File: src/rtl/alu_operand_loader_pkg.sv
// Shared types and constants for the ALU operand loader.
// Contents: loader FSM state encoding, 3-bit ALU select codes, operand and
// counter widths, and the packed operation payload driven to the ALU stage.
package alu_operand_loader_pkg;

  localparam int unsigned OPERAND_W = 32;
  localparam int unsigned BYTE_W    = 8;
  localparam int unsigned SEL_W     = 3;
  localparam int unsigned CNT_W     = 2;
  localparam int unsigned DONE_W    = 16;

  typedef enum logic [1:0] {
    IDLE   = 2'b00,
    LOAD_A = 2'b01,
    LOAD_B = 2'b10,
    ISSUE  = 2'b11
  } state_e;

  typedef enum logic [SEL_W-1:0] {
    ALU_ADD = 3'b000,
    ALU_SUB = 3'b001,
    ALU_NOT = 3'b010,
    ALU_AND = 3'b011,
    ALU_OR  = 3'b100,
    ALU_XOR = 3'b101,
    ALU_SLL = 3'b110,
    ALU_SRL = 3'b111
  } alu_sel_e;

  typedef struct packed {
    logic [OPERAND_W-1:0] a;
    logic [OPERAND_W-1:0] b;
    logic [SEL_W-1:0]     sel;
  } op_payload_t;

endpackage

File: src/rtl/alu_operand_loader_byte_assembler.sv
// alu_byte_assembler: collects four bytes into a 32-bit little-endian word.
// Ports:
//   clk, rst      - clock, async active-high reset
//   clr           - synchronous clear of counter and partial word
//   en            - a byte is accepted this cycle
//   in_byte       - byte being accepted
//   word_c        - assembled word including the current byte (valid with done_c)
//   done_c        - high on the cycle the 4th byte is accepted
module alu_byte_assembler
  import alu_operand_loader_pkg::*;
(
  input  logic                 clk,
  input  logic                 rst,
  input  logic                 clr,
  input  logic                 en,
  input  logic [BYTE_W-1:0]    in_byte,
  output logic [OPERAND_W-1:0] word_c,
  output logic                 done_c
);

  localparam int unsigned PART_W = OPERAND_W - BYTE_W;

  logic [CNT_W-1:0]  cnt_q, cnt_d;
  logic [PART_W-1:0] part_q, part_d;

  // Bytes enter at the top and shift down, so the first byte ends up in 7:0.
  always_comb begin
    cnt_d  = cnt_q;
    part_d = part_q;
    if (clr) begin
      cnt_d  = '0;
      part_d = '0;
    end else if (en) begin
      cnt_d  = cnt_q + CNT_W'(1);
      part_d = {in_byte, part_q[PART_W-1:BYTE_W]};
    end
  end

  assign word_c = {in_byte, part_q};
  assign done_c = en && !clr && (cnt_q == '1);

  always_ff @(posedge clk or posedge rst) begin
    if (rst) begin
      cnt_q  <= '0;
      part_q <= '0;
    end else begin
      cnt_q  <= cnt_d;
      part_q <= part_d;
    end
  end

endmodule

File: src/rtl/alu_operand_loader.sv
// alu_operand_loader: parses a byte-serial command stream into ALU operations.
// Frame: opcode byte (bits 2:0 select), 4 bytes of a, 4 bytes of b, LE.
// Optional feature macro ALU_LOADER_CHAIN_EN: opcode bit 7 skips operand a and
// reuses the result captured at the previous op transfer (5-byte frame).
// Ports:
//   clk, rst              - clock, async active-high reset
//   in_data/in_valid/in_ready - byte input handshake
//   flush                 - synchronous abort of the current frame
//   op_a/op_b/op_sel      - registered operation payload
//   op_valid/op_ready     - operation handshake to the ALU stage
//   res_in                - ALU result, captured on op transfer (chain build)
//   ops_done              - wrapping count of completed op transfers
module alu_operand_loader
  import alu_operand_loader_pkg::*;
(
  input  logic                 clk,
  input  logic                 rst,
  input  logic [BYTE_W-1:0]    in_data,
  input  logic                 in_valid,
  output logic                 in_ready,
  input  logic                 flush,
  output logic [OPERAND_W-1:0] op_a,
  output logic [OPERAND_W-1:0] op_b,
  output logic [SEL_W-1:0]     op_sel,
  output logic                 op_valid,
  input  logic                 op_ready,
  input  logic [OPERAND_W-1:0] res_in,
  output logic [DONE_W-1:0]    ops_done
);

  state_e               state_q, state_d;
  op_payload_t          op_q, op_d;
  logic                 in_ready_q, in_ready_d;
  logic                 op_valid_q, op_valid_d;
  logic [DONE_W-1:0]    ops_done_q, ops_done_d;
  logic                 byte_xfer_c, op_xfer_c;
  logic                 en_a_c, en_b_c, clr_a_c, clr_b_c;
  logic                 done_a_c, done_b_c;
  logic [OPERAND_W-1:0] word_a_c, word_b_c;

`ifdef ALU_LOADER_CHAIN_EN
  logic [OPERAND_W-1:0] last_res_q, last_res_d;
`else
  logic unused_res_in;
  assign unused_res_in = ^res_in;
`endif

  // Flush wins over a byte arriving in the same cycle.
  assign byte_xfer_c = in_valid && in_ready_q && !flush;
  assign op_xfer_c   = op_valid_q && op_ready;

  // Each assembler is held clear outside its own state, so it starts at 0 on entry.
  assign en_a_c  = byte_xfer_c && (state_q == LOAD_A);
  assign en_b_c  = byte_xfer_c && (state_q == LOAD_B);
  assign clr_a_c = flush || (state_q != LOAD_A);
  assign clr_b_c = flush || (state_q != LOAD_B);

  alu_byte_assembler u_asm_a (
    .clk     (clk),
    .rst     (rst),
    .clr     (clr_a_c),
    .en      (en_a_c),
    .in_byte (in_data),
    .word_c  (word_a_c),
    .done_c  (done_a_c)
  );

  alu_byte_assembler u_asm_b (
    .clk     (clk),
    .rst     (rst),
    .clr     (clr_b_c),
    .en      (en_b_c),
    .in_byte (in_data),
    .word_c  (word_b_c),
    .done_c  (done_b_c)
  );

  // Next-state and registered-output logic.
  always_comb begin
    state_d    = state_q;
    op_d       = op_q;
    ops_done_d = ops_done_q;
`ifdef ALU_LOADER_CHAIN_EN
    last_res_d = last_res_q;
`endif

    case (state_q)
      IDLE: begin
        if (byte_xfer_c) begin
          op_d.sel = in_data[SEL_W-1:0];
          state_d  = LOAD_A;
`ifdef ALU_LOADER_CHAIN_EN
          if (in_data[BYTE_W-1]) begin
            op_d.a  = last_res_q;
            state_d = LOAD_B;
          end
`endif
        end
      end
      LOAD_A: begin
        if (done_a_c) begin
          op_d.a  = word_a_c;
          state_d = LOAD_B;
        end
      end
      LOAD_B: begin
        if (done_b_c) begin
          op_d.b  = word_b_c;
          state_d = ISSUE;
        end
      end
      ISSUE: begin
        if (op_xfer_c) state_d = IDLE;
      end
      default: state_d = IDLE;
    endcase

    // A transfer coinciding with flush still completes.
    if (op_xfer_c) begin
      ops_done_d = ops_done_q + DONE_W'(1);
`ifdef ALU_LOADER_CHAIN_EN
      last_res_d = res_in;
`endif
    end

    if (flush) state_d = IDLE;

    in_ready_d = (state_d != ISSUE);
    op_valid_d = (state_d == ISSUE);
  end

  always_ff @(posedge clk or posedge rst) begin
    if (rst) begin
      state_q    <= IDLE;
      op_q       <= '0;
      in_ready_q <= 1'b1;
      op_valid_q <= 1'b0;
      ops_done_q <= '0;
`ifdef ALU_LOADER_CHAIN_EN
      last_res_q <= '0;
`endif
    end else begin
      state_q    <= state_d;
      op_q       <= op_d;
      in_ready_q <= in_ready_d;
      op_valid_q <= op_valid_d;
      ops_done_q <= ops_done_d;
`ifdef ALU_LOADER_CHAIN_EN
      last_res_q <= last_res_d;
`endif
    end
  end

  assign in_ready = in_ready_q;
  assign op_valid = op_valid_q;
  assign op_a     = op_q.a;
  assign op_b     = op_q.b;
  assign op_sel   = op_q.sel;
  assign ops_done = ops_done_q;

endmodule

File: config.mk
export PLATFORM = sky130hd
export DESIGN_NAME = alu_operand_loader
export DESIGN_NICKNAME = d
export VERILOG_FILES = /design/src/rtl/alu_operand_loader_pkg.sv /design/src/rtl/alu_operand_loader_byte_assembler.sv /design/src/rtl/alu_operand_loader.sv
export SDC_FILE = /design/constraint.sdc
export NUM_CORES = 1
export LEC_CHECK = 0
export BUFFER_PORTS_ARGS = -buffer_cell sky130_fd_sc_hd__buf_2
export CAP_MARGIN = 20
export CORE_MARGIN = 3
export CORE_UTILIZATION = 35
export CTS_CLUSTER_DIAMETER = 30
export DETAILED_ROUTE_END_ITERATION = 8
export GPL_TIMING_DRIVEN = 0
export SYNTH_ARGS = -nofsm -noshare
export SYNTH_HDL_FRONTEND = slang
export SYNTH_SLANG_ARGS = --single-unit
export TNS_END_PERCENT = 50
File: constraint.sdc
create_clock -name clk -period 5.1 [get_ports clk]
set_input_delay 0.51 -clock clk [delete_from_list [all_inputs] [get_ports clk]]
set_output_delay 0.51 -clock clk [all_outputs]
set_load 0.02 [all_outputs]
# [After elaboration in Yosys (flattened, before gate mapping)]
# Cells that the tools add are included.
[totals] latch_bits=0 ramBits=0 ff_bits=139 out_inout_bits=85 mem_bits_ro=0 wordCells=57 n_memories=0 inputBits=45
[classes] bitwise_logic=0 n_reduce_logical=20 n_eq_ne=9 addsub=3 shift=0 div_mod_pow=0 multipliers=0 order_cmp=0 muxes=14
[op_table] op="24-bit two-way mux" n=4
[op_table] op="2-bit two-way mux" n=9
[op_table] op="16-bit by 1-bit adder with 16-bit output, second input constant" n=1
[op_table] op="2-bit == test, second input constant" n=5
[op_table] op="1-bit logical AND" n=9
[op_table] op="2-bit one-hot mux with 4 select lines" n=1
[op_table] op="2-bit AND reduction" n=3
[op_table] op="2-bit by 1-bit adder with 2-bit output, second input constant" n=2
[op_table] op="2-bit != test, second input constant" n=2
[op_table] op="2-bit nonzero test" n=2
[op_table] op="1-bit logical NOT" n=3
[op_table] op="2-bit by 1-bit == test with 1-bit output, second input constant" n=1
[op_table] op="2-bit logical NOT" n=1
[op_table] op="1-bit logical OR" n=2
[op_table] op="2-bit by 1-bit != test with 1-bit output, second input constant" n=1

# [Longest topological paths before layout]
# Gate-level depths: netlist of run 1.
[logic_depth] ltp_word=9 ltp_mapped=7 mapped_depth_nobuf=5

# [Modules after synthesis]
# Synthesis of run 1 repeated with hierarchy kept, for this count alone.
[unflattened] cells_unflattened=416 hier_area_um2=5728.0
[modules_own_cells] module="alu_operand_loader" cells_per_inst=224 n_inst=1 seq_area_each_um2=2178.3 area_each_um2=3408.3
[modules_own_cells] module="alu_byte_assembler" cells_per_inst=96 n_inst=2 seq_area_each_um2=650.6 area_each_um2=1159.9

# [Worst setup path before layout of run 1]
# Ideal clock, no wire load.
[synth_timing] path_kind="reg2reg" from="register in_ready_q, in the netlist in_ready" to="register op_q (netlist bit op_b[27])" t_required_ns=4.975 path_buffers=2 arrival_ns=1.794 synth_period_minus_slack_ns=1.919 path_stages_with_launch=7 path_slack_ns=3.181 setup_ns=0.125 path_cell_list="dfstp_2 and2_1 clkbuf_1 nand2_1 nor2_8 buf_6 mux2_2"
[synth_via] elab_chain_cells=6
[synth_lines] item="from (decl)" line_no="alu_operand_loader.sv:33" text="logic in_ready_q, in_ready_d;"
[synth_lines] item="from (signal assigned)" line_no="alu_operand_loader.sv:145" text="in_ready_q <= in_ready_d;"
[synth_lines] item="1-bit logical AND (2 in series)" line_no="alu_operand_loader.sv:49" text="assign byte_xfer_c = in_valid && in_ready_q && !flush;"
[synth_lines] item="1-bit logical AND" line_no="alu_operand_loader.sv:54" text="assign en_b_c = byte_xfer_c && (state_q == LOAD_B);"
[synth_lines] item="1-bit logical AND (2 in series)" line_no="alu_operand_loader_byte_assembler.sv:40" text="assign done_c = en && !clr && (cnt_q == '1);"
[synth_lines] item="2-bit AND reduction (no line)"
[synth_lines] item="to (signal assigned)" line_no="alu_operand_loader.sv:144" text="op_q <= op_d;"
[synth_lines] item="to (decl)" line_no="alu_operand_loader.sv:32" text="op_payload_t op_q, op_d;"
# No other way between the ends.
# A chain may end at the register's enable or synchronous reset.

# [Final worst setup path of run 1]
[layout_timing] from="register in_ready_q, in the netlist in_ready" to="register op_q (netlist bit op_b[16])"
# Same word-level chain as after synthesis.

==> run_results.csv, run 1 <==
group,metric,value,unit
outcome,status,"finished clean",
critical_path,critical_path.cell_chain,"and2_1 -> clkbuf_1 -> nand2_1 -> nor2_8 -> buf_6 -> mux2_1",
logic_synthesis,combinational_family_with_the_most_area_after_synthesis,"multiplexers",
power,seq_power_share,43.7,%
floorplan,floorplan.core_area,15400,um^2
clocking,clock_path_buffers,2,
cells_and_area,drive_gt1_share,31.4,%
place,place_ws,2.81,ns
cells_and_area,layout.cell_area.non_filler,7040,um^2
power,leakage_power_total,3.54,nW
floorplan,initial_utilization,36.3,%
sta,slew_headroom,49.5,%
logic_synthesis,post_synth_fa_ha_maj_area_fraction,0.671,%
cells_and_area,n_fill_cell,1480,
clocking,h-tree-depth,4,
drt,detail_route.wirelength,12.1,mm
floorplan,floorplan.die.width,132,um
clocking,clock_tree_root_buffer_cell,"clkbuf_16",
power,cellInternalPower,2.03,mW
clocking,cts.sink_count,139,
clocking,numCtsBuffers,17,
critical_path,worst-path-max-fanout,10,
sta,postLayoutSetupSlackWorst,2.95,ns
power,power.share.combinational,3.1,%
drt,antenna_violating_nets_post_route,0,
floorplan,floorplan.die_area,17500,um^2
place,post_dp_cell_area,6380,um^2
critical_path,critical_path_type,"flop to flop",
logic_synthesis,synthDistinctLibCells,31,
drt,drt_first_iter_violations,174,
place,io_buffers,97,
drt,avgRoutedWirePerCell,15.4,um
power,power_switching_share,20.4,%
logic_synthesis,postSynthNetCount,493,
clocking,cells_resized_by_post_cts_repair,0,
logic_synthesis,synth_area_per_cell,12.6,um^2
power,design_power_total,2.55,mW
sta,final.period_utilization,42.1,%
place,dp.final_hpwl,8.52,mm
logic_synthesis,synth_xor_xnor_area_share,2.66,%
power,cellPowerDensity,363,nW/um^2
clocking,clkLatencyLatePin,0.42,ns
sta,finalCriticalPeriod,2.15,ns
logic_synthesis,synthesis.yosys.warnings,0,
critical_path,crit_path_max_incr_delay,0.54,ns
flow_run,max_cap_viol_count,0,
sta,worst_clock_skew,0.00807,ns
power,power.clock.fraction,53.2,%
critical_path,timing.critical_path.arrival,2.44,ns
drt,detailedRoute.firstPassIterationCount,4,
clocking,cts.clk_slew.worst_paths,0.06,ns
critical_path,cp.required,5.39,ns
power,net-switching-power,0.521,mW
floorplan,die_height,132,um
critical_path,end_kind,"flop",
logic_synthesis,ys_ff_latch,139,
worst_hold_path,worst_hold_path_type,"primary input to asynchronous set/reset pin",
power,ir_drop,0.000207,V
logic_synthesis,yosysSeqAreaShare,62.2,%
cells_and_area,layout.nets,610,
clocking,holdBufCountCts,0,
drt,route.detailed.drc,0,
sta,finalSetupViolations,0,
global_route,number_of_global_route_vias_before_repair,3763,
global_route,antenna_found_initial,0,
place,gp_congestion,0.754,
critical_path,setup.worst_path.start_class,"flop",
global_route,grt_util_all_layers,14.5,%
sta,rsz0062_at_grt,"false",
logic_synthesis,yosys-mux-area-fraction,15.4,%
floorplan,std_cell_rows,45,
logic_synthesis,synth.cell_area,5600,um^2
sta,report.final.slew_viol_count,0,
sta,worstMarginPinSlew,0.751,ns
drt,vias_per_cell,4.69,
global_route,grt_start_max_net_pins,100,
global_route,gr-total-overflow,0,
cells_and_area,areaGrowthSynthToFinish,25.7,%
logic_synthesis,netlist_instances,445,
logic_synthesis,synth-simple-area-share,10.7,%
clocking,postCtsSetupRepairBufs,0,
clocking,clock_tree_from_tritoncts,"built",
cells_and_area,insertedDiodeCount,0,
drt,via_count,3682,
floorplan,io-pin-count,130,
critical_path,worst_path_max_delay_cell,"dfstp_2",
global_route,grt_first_pass_wirelength,20.1,mm
sta,finalHoldViolations,0,
logic_synthesis,share_of_the_synthesized_area_in_compound_gates_ao_oa_aoi_oai,5.03,%
sta,fmaxAchievable,465,MHz
## cell usage after synthesis (all sizes together)
cell type | n | area share, %
or3b | 2 | 0.31
dfstp | 1 | 0.47
xor2 | 2 | 0.31
buf | 11 | 2.2
nand3 | 6 | 0.54
nand3b | 1 | 0.13
and3b | 1 | 0.16
a21oi | 52 | 4.7
o211ai | 1 | 0.13
dfrtp | 138 | 62
nor4 | 1 | 0.11
nor2 | 6 | 0.98
o21ai | 1 | 0.089
ha | 3 | 0.67
nor3 | 3 | 0.27
mux2 | 67 | 15
xnor2 | 15 | 2.3
inv | 4 | 0.27
clkbuf | 12 | 0.80
nand4 | 3 | 0.34
and4 | 1 | 0.16
nand2 | 110 | 7.4
a211o | 1 | 0.16
and2 | 3 | 0.34
## path summary, 6_finish.rpt
check,startpoint,endpoint,slack (ns),depth (start not counted)
setup / recovery,in_ready$_DFF_PP1_,op_b[16]$_DFFE_PP0P_,2.95,6
hold / removal,rst,ops_done[8]$_DFFE_PP0P_,0.09,2
setup reg to reg,in_ready$_DFF_PP1_,op_b[16]$_DFFE_PP0P_,2.95,6
hold reg to reg,ops_done[15]$_DFFE_PP0P_,ops_done[15]$_DFFE_PP0P_,0.46,1
max in group asynchronous,rst,op_b[12]$_DFFE_PP0P_,4.21,3
min in group clk,flush,state_q[0]$_DFF_PP0_,0.32,2
## metal layers
metal	routed length [um]	global-route usage, %	vias up	share of wire (%)
met5	0	0	-	0
met4	188	5.37	0	1.6
met3	684	4.83	14	5.7
met2	5610	21.7	91	46
met1	5590	19.6	1847	46
li1	-	-	1730	-
## critical path, delay by kind of cell, from the launching register on
family | cells | cell delay (ns)
buf+inv | 2 | 0.57
mux | 1 | 0.34
simple gates | 3 | 0.56
flops | 1 | 0.54
## cells by family (layout without fill, tap and decap cells)
family / after synthesis / after routing
compound gates: 55 / 55
xor+xnor: 17 / 17
fa+ha+maj: 3 / 3
buf+inv: 27 / 156
flops: 139 / 139
mux: 67 / 67
simple gates: 137 / 137
## sequential cells by signal, summed over array words and instances, names as in the netlist
signal and flops:
u_asm_b.cnt_q 2, op_sel 3, u_asm_a.cnt_q 2, op_b 32, op_valid 1, state_q 2, u_asm_a.part_q 24, op_a 32
u_asm_b.part_q 24, ops_done 16, in_ready 1
## final cells by class
cell class | count | area (um^2) | area share (%)
Timing Repair Buffer | 98 | 513 | 7.29
Multi-Input combinational cell | 279 | 1930 | 27.4
Clock buffer | 20 | 467 | 6.63
Buffer | 23 | 170 | 2.42
Tap cell | 211 | 264 | 3.75
Clock inverter | 11 | 191 | 2.72
Sequential cell | 139 | 3480 | 49.5
Inverter | 4 | 20.0 | 0.285
## power by group through the flow
| stage | clock (mW) | sequential, mW | combinational (mW) |
|---|---|---|---|
| floorplan | 0 | 1.14 | 0.0427 |
| global placement | 0 | 1.14 | 0.0763 |
| global route | 1.44 | 1.12 | 0.0898 |
| finish | 1.36 | 1.12 | 0.0791 |
| detailed placement | 0 | 1.14 | 0.0815 |
| CTS | 1.39 | 1.12 | 0.0818 |
## cells in the final DEF, fill, tap and decap left out, types with 2 or more instances in the layout
master / n
xor2_1: 2
and2_1: 3
nand2_1: 110
dfrtp_1: 138
buf_6: 4
nand4_1: 3
inv_1: 3
nor3_1: 3
a21oi_1: 52
xnor2_1: 15
nor2_1: 4
bufinv_16: 5
clkbuf_1: 12
mux2_1: 29
or3b_1: 2
nor2_8: 2
buf_12: 3
buf_1: 2
clkinv_2: 2
mux2_2: 9
buf_2: 98
clkbuf_8: 3
nand3_1: 6
clkinvlp_4: 3
ha_1: 3
mux2_4: 29
clkbuf_16: 17
## stage by stage
| stage | instances | utilization, % | hold slack [ns] | TNS (ns) |
|---|---|---|---|---|
| floorplan | 445 | - | 0.464 | 0 |
| global placement | 753 | 41.1 | 0.457 | -76.06 |
| detailed placement | 754 | 41.3 | 0.461 | 0 |
| CTS | 785 | 45.6 | 0.0931 | 0 |
| global route | 785 | 45.6 | 0.107 | 0 |
| finish | 785 | 45.6 | 0.0918 | 0 |
(Power assumes the default switching activity.)
==> inputs of run 2 (changes only) <==
--- a/config.mk
+++ b/config.mk
@@ -5,6 +5,7 @@
 export SDC_FILE = /design/constraint.sdc
 export NUM_CORES = 1
 export LEC_CHECK = 0
+export ABC_AREA = 1
 export BUFFER_PORTS_ARGS = -buffer_cell sky130_fd_sc_hd__buf_2
 export CAP_MARGIN = 20
 export CORE_MARGIN = 3
==> constraint.sdc (replaced) <==
create_clock -name clk -period 2.19 [get_ports clk]
set_input_delay 0.219 -clock clk [delete_from_list [all_inputs] [get_ports clk]]
set_output_delay 0.219 -clock clk [all_outputs]
set_load 0.02 [all_outputs]
==> run_results.csv, run 2 <==
group,metric,value,unit
floorplan,std_cell_rows,44,
sta,finalSetupViolations,0,
sta,rsz0062_at_grt,"false",
global_route,grt_util_all_layers,15.7,%
drt,via_count,3996,
logic_synthesis,synthTopCellsByCount,"138 x dfrtp_1, 100 x nand2_1, 74 x inv_1",
power,cellPowerDensity,829,nW/um^2
place,io_buffers,97,
critical_path,worstSetupEndpoint,"op_b[15]$_DFFE_PP0P_",
sta,fmaxAchievable,580,MHz
drt,antenna_violating_nets_post_route,0,
logic_synthesis,yosysSeqAreaShare,64.7,%
drt,route.detailed.drc,0,
logic_synthesis,netlist_instances,511,
logic_synthesis,synth.cell_area,5380,um^2
logic_synthesis,asyncSetResetFlopFracSynth,100,%
drt,detailedRoute.firstPassIterationCount,5,
clocking,clock_tree_root_buffer_cell,"clkbuf_16",
worst_hold_path,worst_hold_path_type,"primary input to flop",
floorplan,io-pin-count,130,
sta,final.period_utilization,78.8,%
critical_path,cp.required,2.49,ns
clocking,numCtsBuffers,17,
critical_path,critical_path_type,"flop to flop",
cells_and_area,n_fill_cell,1403,
sta,finalCriticalPeriod,1.73,ns
sta,finalHoldViolations,0,
logic_synthesis,synth_area_per_cell,10.5,um^2
place,dp.final_hpwl,9.22,mm
place,place_ws,0.470,ns
logic_synthesis,synth_top_area_cell,"dfrtp_1",
global_route,grt_start_max_net_pins,45,
clocking,clock_path_buffers,2,
critical_path,timing.critical_path.arrival,2.03,ns
floorplan,die_height,130,um
drt,detail_route.wirelength,12.9,mm
logic_synthesis,synth.most_common_cell,"dfrtp_1",
sta,postLayoutSetupSlackWorst,0.465,ns
cells_and_area,leading_cell_types_in_the_layout_fill_and_taps_excluded,"138 x dfrtp_1, 103 x buf_2, 100 x nand2_1",
critical_path,crit_path_start,"in_ready$_DFF_PP1_",
critical_path,r2r_start,"in_ready$_DFF_PP1_",
sta,worst_clock_skew,0.00927,ns
place,gp_congestion,0.830,
sta,worstMarginPinSlew,0.711,ns
logic_synthesis,ys.flop_type,"dfrtp_1",
critical_path,setup.worst_path.start_class,"flop",
global_route,number_of_global_route_vias_before_repair,3888,
clocking,clkLatencyLatePin,0.42,ns
critical_path,r2r_setup_slack,0.46,ns
critical_path,end_kind,"flop",
flow_run,max_cap_viol_count,0,
logic_synthesis,synthesis.yosys.warnings,0,
clocking,cells_resized_by_post_cts_repair,0,
clocking,cts.sink_count,139,
critical_path,ff_to_ff_end,"op_b[15]$_DFFE_PP0P_",
cells_and_area,areaGrowthSynthToFinish,25.2,%
clocking,h-tree-depth,4,
cells_and_area,drive_gt1_share,27.3,%
global_route,antenna_found_initial,0,
power,leakage_power_total,3.33,nW
power,ir_drop,0.000492,V
logic_synthesis,synth_enable_flop_cells,0,
global_route,grt_first_pass_wirelength,20.3,mm
drt,vias_per_cell,4.83,
floorplan,initial_utilization,36.3,%
logic_synthesis,postSynthNetCount,559,
floorplan,floorplan.die.width,130,um
logic_synthesis,synthDistinctLibCells,27,
sta,timing.hold.ws,0.119,ns
global_route,gr-total-overflow,0,
cells_and_area,layout_commonest_cell,"dfrtp_1",
drt,drt_first_iter_violations,185,
critical_path,rr_worst_depth,7,
sta,report.final.slew_viol_count,0,
outcome,status,"finished clean",
drt,avgRoutedWirePerCell,15.5,um
clocking,clock_tree_from_tritoncts,"built",
logic_synthesis,yosys.area.top_type_share,64.2,%
clocking,cts.clk_slew.worst_paths,0.06,ns
cells_and_area,layout.nets,679,
cells_and_area,insertedDiodeCount,0,
logic_synthesis,netlist_top_cells_area,"dfrtp_1 64%, nand2_1 7.0%, o22ai_1 5.6%",
logic_synthesis,ys_ff_latch,139,
floorplan,floorplan.die_area,16900,um^2
sta,slew_headroom,52.5,%
floorplan,floorplan.core_area,14800,um^2
critical_path,worst-path-max-fanout,10,
run 2: cells by family after synthesis:
kind of cell,synth area share (%)
flops,64.7
xor+xnor,1.63
buf+inv,8.30
mux,0.209
simple gates,11.3
fa+ha+maj,0.698
compound gates,13.2
run 2: how the worst min path moves through the flow:
| stage | slack, ns | to | start | cells after the start |
|---|---|---|---|---|
| 2_1_floorplan | 0.40 | op_a[29]$_DFFE_PP0P_ | in_data[5] | 2 |
| 3_3_place_gp | 0.46 | u_asm_b.cnt_q[0]$_DFFE_PP0P_ | u_asm_b.cnt_q[0]$_DFFE_PP0P_ | 1 |
| 3_5_place_dp | 0.35 | op_b[25]$_DFFE_PP0P_ | rst | 2 |
| 4_1_cts | 0.11 | ops_done[2]$_DFFE_PP0P_ | op_ready | 3 |
| 5_1_grt | 0.13 | ops_done[2]$_DFFE_PP0P_ | op_ready | 3 |
| 6_report | 0.12 | ops_done[2]$_DFFE_PP0P_ | op_ready | 3 |
run 2: what timing repair did:
item	CTS	global route
hold buffers	1	0
setup buffers	0	0
hold endpoints to repair	26	0
run 2: layout make-up:
type	count	area (um^2)	share of cell area [%]
sequential	139	3480	51.6
buffer	22	158	2.34
multi-input combinational	273	1450	21.6
clock buffer	20	457	6.78
clock inverter	12	111	1.65
tap	184	230	3.42
inverter	77	293	4.35
timing repair buffer	101	556	8.25
run 2: metrics by stage:
step	instance area (um^2)	util, %	TNS, ns	cells	total power, mW
2_1_floorplan	5380	-	0	511	2.80
5_1_grt	6740	45.5	0	828	5.79
4_1_cts	6740	45.5	0	828	5.65
3_5_place_dp	6160	41.6	0	795	2.89
6_report	6740	45.5	0	828	5.59
3_3_place_gp	6100	41.2	-78.50	792	2.86
run 2: critical path, stage by stage (launching register included):
cell	delay, ns
dfstp_2	0.54
nand2_1	0.17
nor2_4	0.28
nand3_2	0.12
buf_6	0.17
buf_2	0.19
nand2_1	0.07
o21ai_1	0.07
run 2: power by group:
group	internal [mW]	switching [mW]	leakage, nW
clock	1.63	1.12	0.274
combinational	0.0604	0.151	1.13
sequential	2.60	0.0226	1.93
total	4.29	1.29	3.33
run 2: layer usage:
layer / vias to the layer above / GRT usage (%) / part of all wire, %
li1: 1910 / - / -
met1: 1969 / 21.1 / 46
met2: 104 / 24.0 / 47
met3: 13 / 5.44 / 5.6
met4: 0 / 5.01 / 1.3
met5: - / 0 / 0
